<file path="config.mk">
export PLATFORM = sky130hd
export DESIGN_NAME = raster_cmd_queue
export DESIGN_NICKNAME = d
export VERILOG_FILES = /design/src/rtl/raster_cmd_queue_pkg.sv /design/src/rtl/raster_cmd_queue_sync_fifo.sv /design/src/rtl/raster_cmd_queue.sv
export SDC_FILE = /design/constraint.sdc
export NUM_CORES = 1
export LEC_CHECK = 0
export CORE_MARGIN = 4
export CORE_UTILIZATION = 40
export CTS_CLUSTER_SIZE = 24
export DETAILED_ROUTE_END_ITERATION = 16
export SYNTH_ARGS = -nofsm -noshare
export SYNTH_HDL_FRONTEND = slang
export SYNTH_SLANG_ARGS = --single-unit
export TNS_END_PERCENT = 50
</file>
<file path="constraint.sdc">
create_clock -name clk -period 5 [get_ports clk]
set_clock_uncertainty 0.15 [all_clocks]
set_input_delay 0.5 -clock clk [delete_from_list [all_inputs] [get_ports clk]]
set_output_delay 0.5 -clock clk [all_outputs]
set_load 0.01 [all_outputs]
</file>
<file path="src/rtl/raster_cmd_queue_pkg.sv">
// Shared types for the CPU-to-GPU raster command path.
//   raster_command_t : raster operation code carried with every queue entry
//   raster_entry_t   : one queue entry at the default 8-bit coordinate /
//                      3-bit colour widths
//   entry_width()    : flat entry width for any coordinate/colour widths
package raster_cmd_queue_pkg;

  typedef enum logic [1:0] {
    RC_CLEAR = 2'd0,
    RC_PIXEL = 2'd1,
    RC_LINE  = 2'd2,
    RC_RECT  = 2'd3
  } raster_command_t;

  localparam int RC_COORD_W_DEF  = 8;
  localparam int RC_COLOUR_W_DEF = 3;

  typedef struct packed {
    raster_command_t              command;
    logic [RC_COORD_W_DEF-1:0]    x0;
    logic [RC_COORD_W_DEF-1:0]    y0;
    logic [RC_COORD_W_DEF-1:0]    x1;
    logic [RC_COORD_W_DEF-1:0]    y1;
    logic [RC_COLOUR_W_DEF-1:0]   colour;
  } raster_entry_t;

  function automatic int entry_width(input int coord_w, input int colour_w);
    return $bits(raster_command_t) + 4 * coord_w + colour_w;
  endfunction

endpackage

</file>
<file path="src/rtl/raster_cmd_queue_sync_fifo.sv">
// Generic single-clock FIFO with show-ahead read data.
//   clk, srst        : clock, synchronous active-high reset
//   push / wr_data   : write request and data (ignored when full or flushing)
//   pop              : consume the head entry (ignored when empty)
//   flush            : discard all stored entries
//   full/empty/count : registered occupancy status
//   rd_data          : current head entry, valid whenever !empty
module sync_fifo #(
  parameter int WIDTH = 8,
  parameter int DEPTH = 16
) (
  input  logic                       clk,
  input  logic                       srst,
  input  logic                       push,
  input  logic                       pop,
  input  logic                       flush,
  input  logic [WIDTH-1:0]           wr_data,
  output logic                       full,
  output logic                       empty,
  output logic [$clog2(DEPTH+1)-1:0] count,
  output logic [WIDTH-1:0]           rd_data
);

  localparam int AW = $clog2(DEPTH);
  localparam int CW = $clog2(DEPTH+1);

  logic [WIDTH-1:0] mem_q [DEPTH];
  logic [AW-1:0]    wr_ptr_q, rd_ptr_q;
  logic [CW-1:0]    count_q, count_d;
  logic             full_q, empty_q;
  logic             do_push, do_pop;

  // Full is judged on the registered state, so a same-cycle pop never
  // makes room for a push.
  assign do_push = push && !full_q && !flush;
  assign do_pop  = pop && !empty_q;

  always_ff @(posedge clk) begin
    if (do_push) mem_q[wr_ptr_q] <= wr_data;
  end

  always_comb begin
    count_d = count_q;
    if (do_push && !do_pop)      count_d = count_q + 1'b1;
    else if (!do_push && do_pop) count_d = count_q - 1'b1;
    if (flush)                   count_d = '0;
  end

  // Pointers are DEPTH-sized (power of two) so they wrap by overflow.
  always_ff @(posedge clk) begin
    if (srst) begin
      wr_ptr_q <= '0;
      rd_ptr_q <= '0;
      count_q  <= '0;
      full_q   <= 1'b0;
      empty_q  <= 1'b1;
    end else begin
      if (flush) begin
        wr_ptr_q <= '0;
        rd_ptr_q <= '0;
      end else begin
        if (do_push) wr_ptr_q <= wr_ptr_q + 1'b1;
        if (do_pop)  rd_ptr_q <= rd_ptr_q + 1'b1;
      end
      count_q <= count_d;
      full_q  <= (count_d == CW'(DEPTH));
      empty_q <= (count_d == '0);
    end
  end

  assign full    = full_q;
  assign empty   = empty_q;
  assign count   = count_q;
  assign rd_data = mem_q[rd_ptr_q];

endmodule

</file>
<file path="src/rtl/raster_cmd_queue.sv">
// Command queue between the CPU and the raster GPU.
//   clk, rst_async        : clock, synchronous active-high reset
//   push, push_*          : enqueue one raster command
//   flush                 : drop every queued (not yet issued) command
//   clear_overflow        : clear the sticky overflow flag
//   full/empty/count      : queue occupancy
//   overflow              : sticky, a push was dropped because the queue was full
//   gpu_*                 : last issued command, held until the next issue
//   gpu_execute_request   : one-cycle pulse per issued command
//   gpu_busy              : GPU is executing a command
module raster_cmd_queue
  import raster_cmd_queue_pkg::*;
#(
  parameter int DEPTH     = 16,
  parameter int COORD_W   = 8,
  parameter int COLOUR_W  = 3,
  parameter int BUSY_WAIT = 1
) (
  input  logic                       clk,
  input  logic                       rst_async,
  input  logic                       push,
  input  raster_command_t            push_command,
  input  logic [COORD_W-1:0]         push_x0,
  input  logic [COORD_W-1:0]         push_y0,
  input  logic [COORD_W-1:0]         push_x1,
  input  logic [COORD_W-1:0]         push_y1,
  input  logic [COLOUR_W-1:0]        push_colour,
  input  logic                       flush,
  input  logic                       clear_overflow,
  output logic                       full,
  output logic                       empty,
  output logic [$clog2(DEPTH+1)-1:0] count,
  output logic                       overflow,
  output raster_command_t            gpu_command,
  output logic [COORD_W-1:0]         gpu_x0,
  output logic [COORD_W-1:0]         gpu_y0,
  output logic [COORD_W-1:0]         gpu_x1,
  output logic [COORD_W-1:0]         gpu_y1,
  output logic [COLOUR_W-1:0]        gpu_colour,
  output logic                       gpu_execute_request,
  input  logic                       gpu_busy
);

  localparam int ENTRY_W = entry_width(COORD_W, COLOUR_W);
  localparam int GW      = $clog2(BUSY_WAIT+1);
  localparam logic [GW-1:0] GUARD_LAST = GW'(BUSY_WAIT-1);

  typedef enum logic [1:0] {IDLE, ISSUE, GUARD, WAIT} raster_queue_state_t;

  logic [ENTRY_W-1:0]  wr_entry, rd_entry;
  logic [1:0]          rd_cmd_bits;
  logic [COORD_W-1:0]  rd_x0, rd_y0, rd_x1, rd_y1;
  logic [COLOUR_W-1:0] rd_colour;
  logic                fifo_full, fifo_empty, pop;
  logic                overflow_q, overflow_d;

  raster_queue_state_t state_q;
  logic [GW-1:0]       guard_cnt_q;
  logic                req_q;
  raster_command_t     gpu_command_q;
  logic [COORD_W-1:0]  gpu_x0_q, gpu_y0_q, gpu_x1_q, gpu_y1_q;
  logic [COLOUR_W-1:0] gpu_colour_q;

  // Default widths use the shared struct; other widths fall back to a
  // flat vector with the same field order.
  generate
    if (COORD_W == RC_COORD_W_DEF && COLOUR_W == RC_COLOUR_W_DEF) begin : g_struct
      raster_entry_t wr_s, rd_s;
      always_comb begin
        wr_s.command = push_command;
        wr_s.x0      = push_x0;
        wr_s.y0      = push_y0;
        wr_s.x1      = push_x1;
        wr_s.y1      = push_y1;
        wr_s.colour  = push_colour;
      end
      assign wr_entry    = wr_s;
      assign rd_s        = rd_entry;
      assign rd_cmd_bits = rd_s.command;
      assign rd_x0       = rd_s.x0;
      assign rd_y0       = rd_s.y0;
      assign rd_x1       = rd_s.x1;
      assign rd_y1       = rd_s.y1;
      assign rd_colour   = rd_s.colour;
    end else begin : g_flat
      assign wr_entry = {push_command, push_x0, push_y0, push_x1, push_y1, push_colour};
      assign {rd_cmd_bits, rd_x0, rd_y0, rd_x1, rd_y1, rd_colour} = rd_entry;
    end
  endgenerate

  // The head is popped on the same edge that latches it into gpu_*.
  assign pop = (state_q == IDLE) && !fifo_empty && !gpu_busy;

  sync_fifo #(
    .WIDTH (ENTRY_W),
    .DEPTH (DEPTH)
  ) u_fifo (
    .clk     (clk),
    .srst    (rst_async),
    .push    (push),
    .pop     (pop),
    .flush   (flush),
    .wr_data (wr_entry),
    .full    (fifo_full),
    .empty   (fifo_empty),
    .count   (count),
    .rd_data (rd_entry)
  );

  // A dropped push beats a simultaneous clear; a push dropped by flush
  // is intentional and never flags overflow.
  always_comb begin
    overflow_d = overflow_q;
    if (clear_overflow)                  overflow_d = 1'b0;
    if (push && fifo_full && !flush)     overflow_d = 1'b1;
  end

  always_ff @(posedge clk) begin
    if (rst_async) overflow_q <= 1'b0;
    else           overflow_q <= overflow_d;
  end

  // GUARD covers the GPU's busy-assert latency: gpu_busy is not looked at
  // until BUSY_WAIT cycles after the request has dropped.
  always_ff @(posedge clk) begin
    if (rst_async) begin
      state_q       <= IDLE;
      guard_cnt_q   <= '0;
      req_q         <= 1'b0;
      gpu_command_q <= RC_CLEAR;
      gpu_x0_q      <= '0;
      gpu_y0_q      <= '0;
      gpu_x1_q      <= '0;
      gpu_y1_q      <= '0;
      gpu_colour_q  <= '0;
    end else begin
      req_q <= 1'b0;
      case (state_q)
        IDLE: begin
          if (pop) begin
            gpu_command_q <= raster_command_t'(rd_cmd_bits);
            gpu_x0_q      <= rd_x0;
            gpu_y0_q      <= rd_y0;
            gpu_x1_q      <= rd_x1;
            gpu_y1_q      <= rd_y1;
            gpu_colour_q  <= rd_colour;
            req_q         <= 1'b1;
            state_q       <= ISSUE;
          end
        end
        ISSUE: begin
          guard_cnt_q <= '0;
          state_q     <= GUARD;
        end
        GUARD: begin
          if (guard_cnt_q == GUARD_LAST) state_q <= WAIT;
          else                           guard_cnt_q <= guard_cnt_q + 1'b1;
        end
        WAIT: begin
          if (!gpu_busy) state_q <= IDLE;
        end
        default: state_q <= IDLE;
      endcase
    end
  end

  assign full                = fifo_full;
  assign empty               = fifo_empty;
  assign overflow            = overflow_q;
  assign gpu_command         = gpu_command_q;
  assign gpu_x0              = gpu_x0_q;
  assign gpu_y0              = gpu_y0_q;
  assign gpu_x1              = gpu_x1_q;
  assign gpu_y1              = gpu_y1_q;
  assign gpu_colour          = gpu_colour_q;
  assign gpu_execute_request = req_q;

endmodule

</file>
==> flow_summary.yaml <==
cells_and_area:
  final_area_sq_mm: 0.0285
  layout_commonest_cell: "edfxtp_1"
  final_cell_mix: "592 x edfxtp_1, 148 x mux4_2, 88 x clkdlybuf4s50_1, 70 x clkbuf_16, 54 x dfxtp_1"
  multi_input_area_sq_mm: 0.00517
  n_fill_cell: 4872
  drive_above_1_share: 0.241
  area_delta_synth_final_pct: 17.5
  regArea_sq_mm: 0.0189
  utilization: 0.479
  final-instance-count-excl-fill: 2086
  insertedDiodeCount: 0
  nNetsFinal: 1314
yosys:
  yosys_warnings: 0
  syn_area_per_cell_sq_um: 21.5
  synth_compound_area_frac: 0.0379
  ys_seq_area_frac: 0.780
  ys_seq_elements: 648
  synthCells: 1125
  synth_xor_area_frac: 0.00361
  synth_top_area_frac: 0.733
  synth_area_leaders: "edfxtp_1 73%, mux4_2 14%, dfxtp_1 4.6%, a221oi_1 1.3%, a22o_1 1.3%"
  synthMuxAreaShare: 0.138
  synth_top_family_by_area: "multiplexers"
  yosys.area.top_type: "edfxtp_1"
  netlist_area_sq_mm: 0.0242
  synth_cell_type_count: 42
  synthSimpleGateAreaFrac: 0.0220
  synth_nets: 1179
  synth_fa_ha_area_frac: 0.00568
global_routing:
  antenna_found_initial: 0
  grtUsageTotal: 0.168
  grt_pass1_vias: 12109
  overflow: 0
  grt_max_degree: 44
  grt_first_pass_wirelength_mm: 80.6
worst_setup_path:
  required_ps: 5100
  cp_max_fo: 20
  critPathMaxStageDelay_ps: 680
  path_buf_inv: 2
  critPathArrivalTime_ps: 3110
  cpMaxStageDelayCell: "nor2_4"
  crit_path_end_kind: "register"
  cp_cell_sequence: "clkdlybuf4s50_1 -> nor3b_2 -> nand2_1 -> nor2_4 -> buf_4"
  start_kind: "input port"
  cp_top_family: "simple AND/OR/NAND/NOR gates"
  worstSetupPathType: "input port to register"
detailed_routing:
  drc: 0
  detail-route-antenna-nets: 0
  vias_per_cell: 5.55
  first_iter_violations: 1002
  drt_first_pass_iters: 5
  vias: 11568
  wl_per_cell_microns: 25.6
  routed_wirelength_mm: 53.3
sta:
  finalMaxSlewViolations: 0
  hold_violations: 0
  finalWorstSetupSlack_ps: 1990
  setup_tns_ps: 0
  setup_viol: 0
  period_share: 0.602
  whs_ps: 297
  relSlewSlack: 0.254
  rsz0062_at_grt: "false"
  worstMarginPinSlew_ps: 1120
  fin_crit_ps: 3010
  max_freq_ghz: 0.332
cts:
  cts_made_buffers: 69
  htree_levels: 3
  root_buffer: "clkbuf_16"
  clk-insertion-delay-late_ps: 600
  ctsHoldBuffers: 0
  post_cts_buffers: 0
  cts_tree: "built"
  path_clk_slew_ps: 60
  ctsResizeCount: 0
  clockBufferDepth: 3
  cts_sinks: 648
placed_design:
  place_inst: 1962
  placed_area_sq_mm: 0.0263
  portBuffers: 88
  hpwl_mm: 31.8
  dp_slack_ps: 1350
  gp_congestion: 0.754
floorplanning:
  initial_core_util: 0.408
  die_h_microns: 254
  ios: 89
  core-area_sq_mm: 0.0595
  row_count: 89
  die_w_microns: 254
  die_area_sq_mm: 0.0646
flow_run:
  drv_cap: 0
pwr:
  irDropWorstVdd_uv: 264
  finalPower_mw: 11.3
  p_leak_nw: 8.72
  power_density_mw_per_mm2: 396
outcome:
  status: "complete, no violations"
min_path:
  min_path_type: "register to register"
-- worst register-to-register path: cells and delay by family (launching register included) --
kind                   cells  cell delay, ps
AO/OA/AOI/OAI              3             910
buffers and inverters      1             410
multiplexers               1             530
flip-flops                 1             830
-- logic make-up (layout without fill, tap and decap cells) --
| group | after synthesis | after routing |
|---|---|---|
| compound gates | 124 | 124 |
| xor+xnor | 10 | 10 |
| fa+ha+maj | 11 | 11 |
| simple gates | 114 | 114 |
| mux | 150 | 150 |
| flops | 648 | 648 |
| buf+inv | 68 | 256 |
-- area by class of cell --
| cell class | count | share of cell area |
|---|---|---|
| clock buffers | 87 | 0.0648 |
| clock inverters | 37 | 0.0127 |
| inverters | 7 | 0.000923 |
| multi-input cells | 409 | 0.182 |
| flip-flops and latches | 648 | 0.664 |
| well taps | 773 | 0.0340 |
| repair buffers | 125 | 0.0420 |
-- per-layer routing --
metal,up-vias,share of wire,GRT usage,wire [microns]
li1,4985,-,-,-
met1,6219,0.47,0.257,25100
met2,302,0.46,0.254,24600
met3,62,0.051,0.0308,2700
met4,0,0.017,0.0423,931
met5,-,0,0,0
-- registers in the layout, indices dropped and copies added (netlist names) --
name and count:
gpu_y0 8, gpu_colour 3, u_fifo.count 5, gpu_y1 8
u_fifo.mem_q 592, overflow 1, gpu_x0 8, u_fifo.rd_ptr_q 4
gpu_execute_request 1, state_q 2, gpu_x1 8, u_fifo.full 1
u_fifo.empty 1, gpu_command 2, u_fifo.wr_ptr_q 4
-- path summary, 6_finish.rpt --
| path | from | to | slack [ps] | cells after the start |
|---|---|---|---|---|
| setup reg to reg | u_fifo.rd_ptr_q[0] | gpu_y0[1] | 2010 | 5 |
| hold / removal | gpu_x1[6] | gpu_x1[6] | 300 | 2 |
| hold reg to reg | gpu_x1[6] | gpu_x1[6] | 300 | 2 |
| setup / recovery | flush | u_fifo.mem_q[15][35] | 1990 | 5 |
-- synth_stat cells --
master and number:
clkbuf_1 38, a31oi_1 1, buf_2 16, mux4_2 148, nor2_1 32, a2bb2oi_1 1, nand2_1 46, o21ai_0 13
nor4bb_1 1, a211oi_1 2, ha_1 11, a221oi_1 37, o31ai_1 1, o211a_1 1, or2_2 1, dfxtp_1 56
xnor2_1 5, a21oi_1 5, nor3_1 10, nand3b_1 1, nand2b_1 4, mux2i_1 2, or3b_1 1, a22oi_1 1
nor2b_1 3, nor3b_2 2, a22o_1 37, xor2_1 5, or3b_2 1, inv_1 7, and2_1 3, and2b_2 1
edfxtp_1 592, nand4_1 2, o21ai_1 25, buf_1 2, nor4_1 1, buf_6 4, and4bb_2 1, buf_4 1
or3_1 1, nand3_1 3
-- power by group --
group / internal, mW / switching (mW) / total (mW)
Combinational: 0.148 / 0.206 / 0.354
Sequential: 5.95 / 0.0267 / 5.98
Clock: 2.85 / 2.09 / 4.94
No activity file was read; power rests on OpenSTA's default activity.
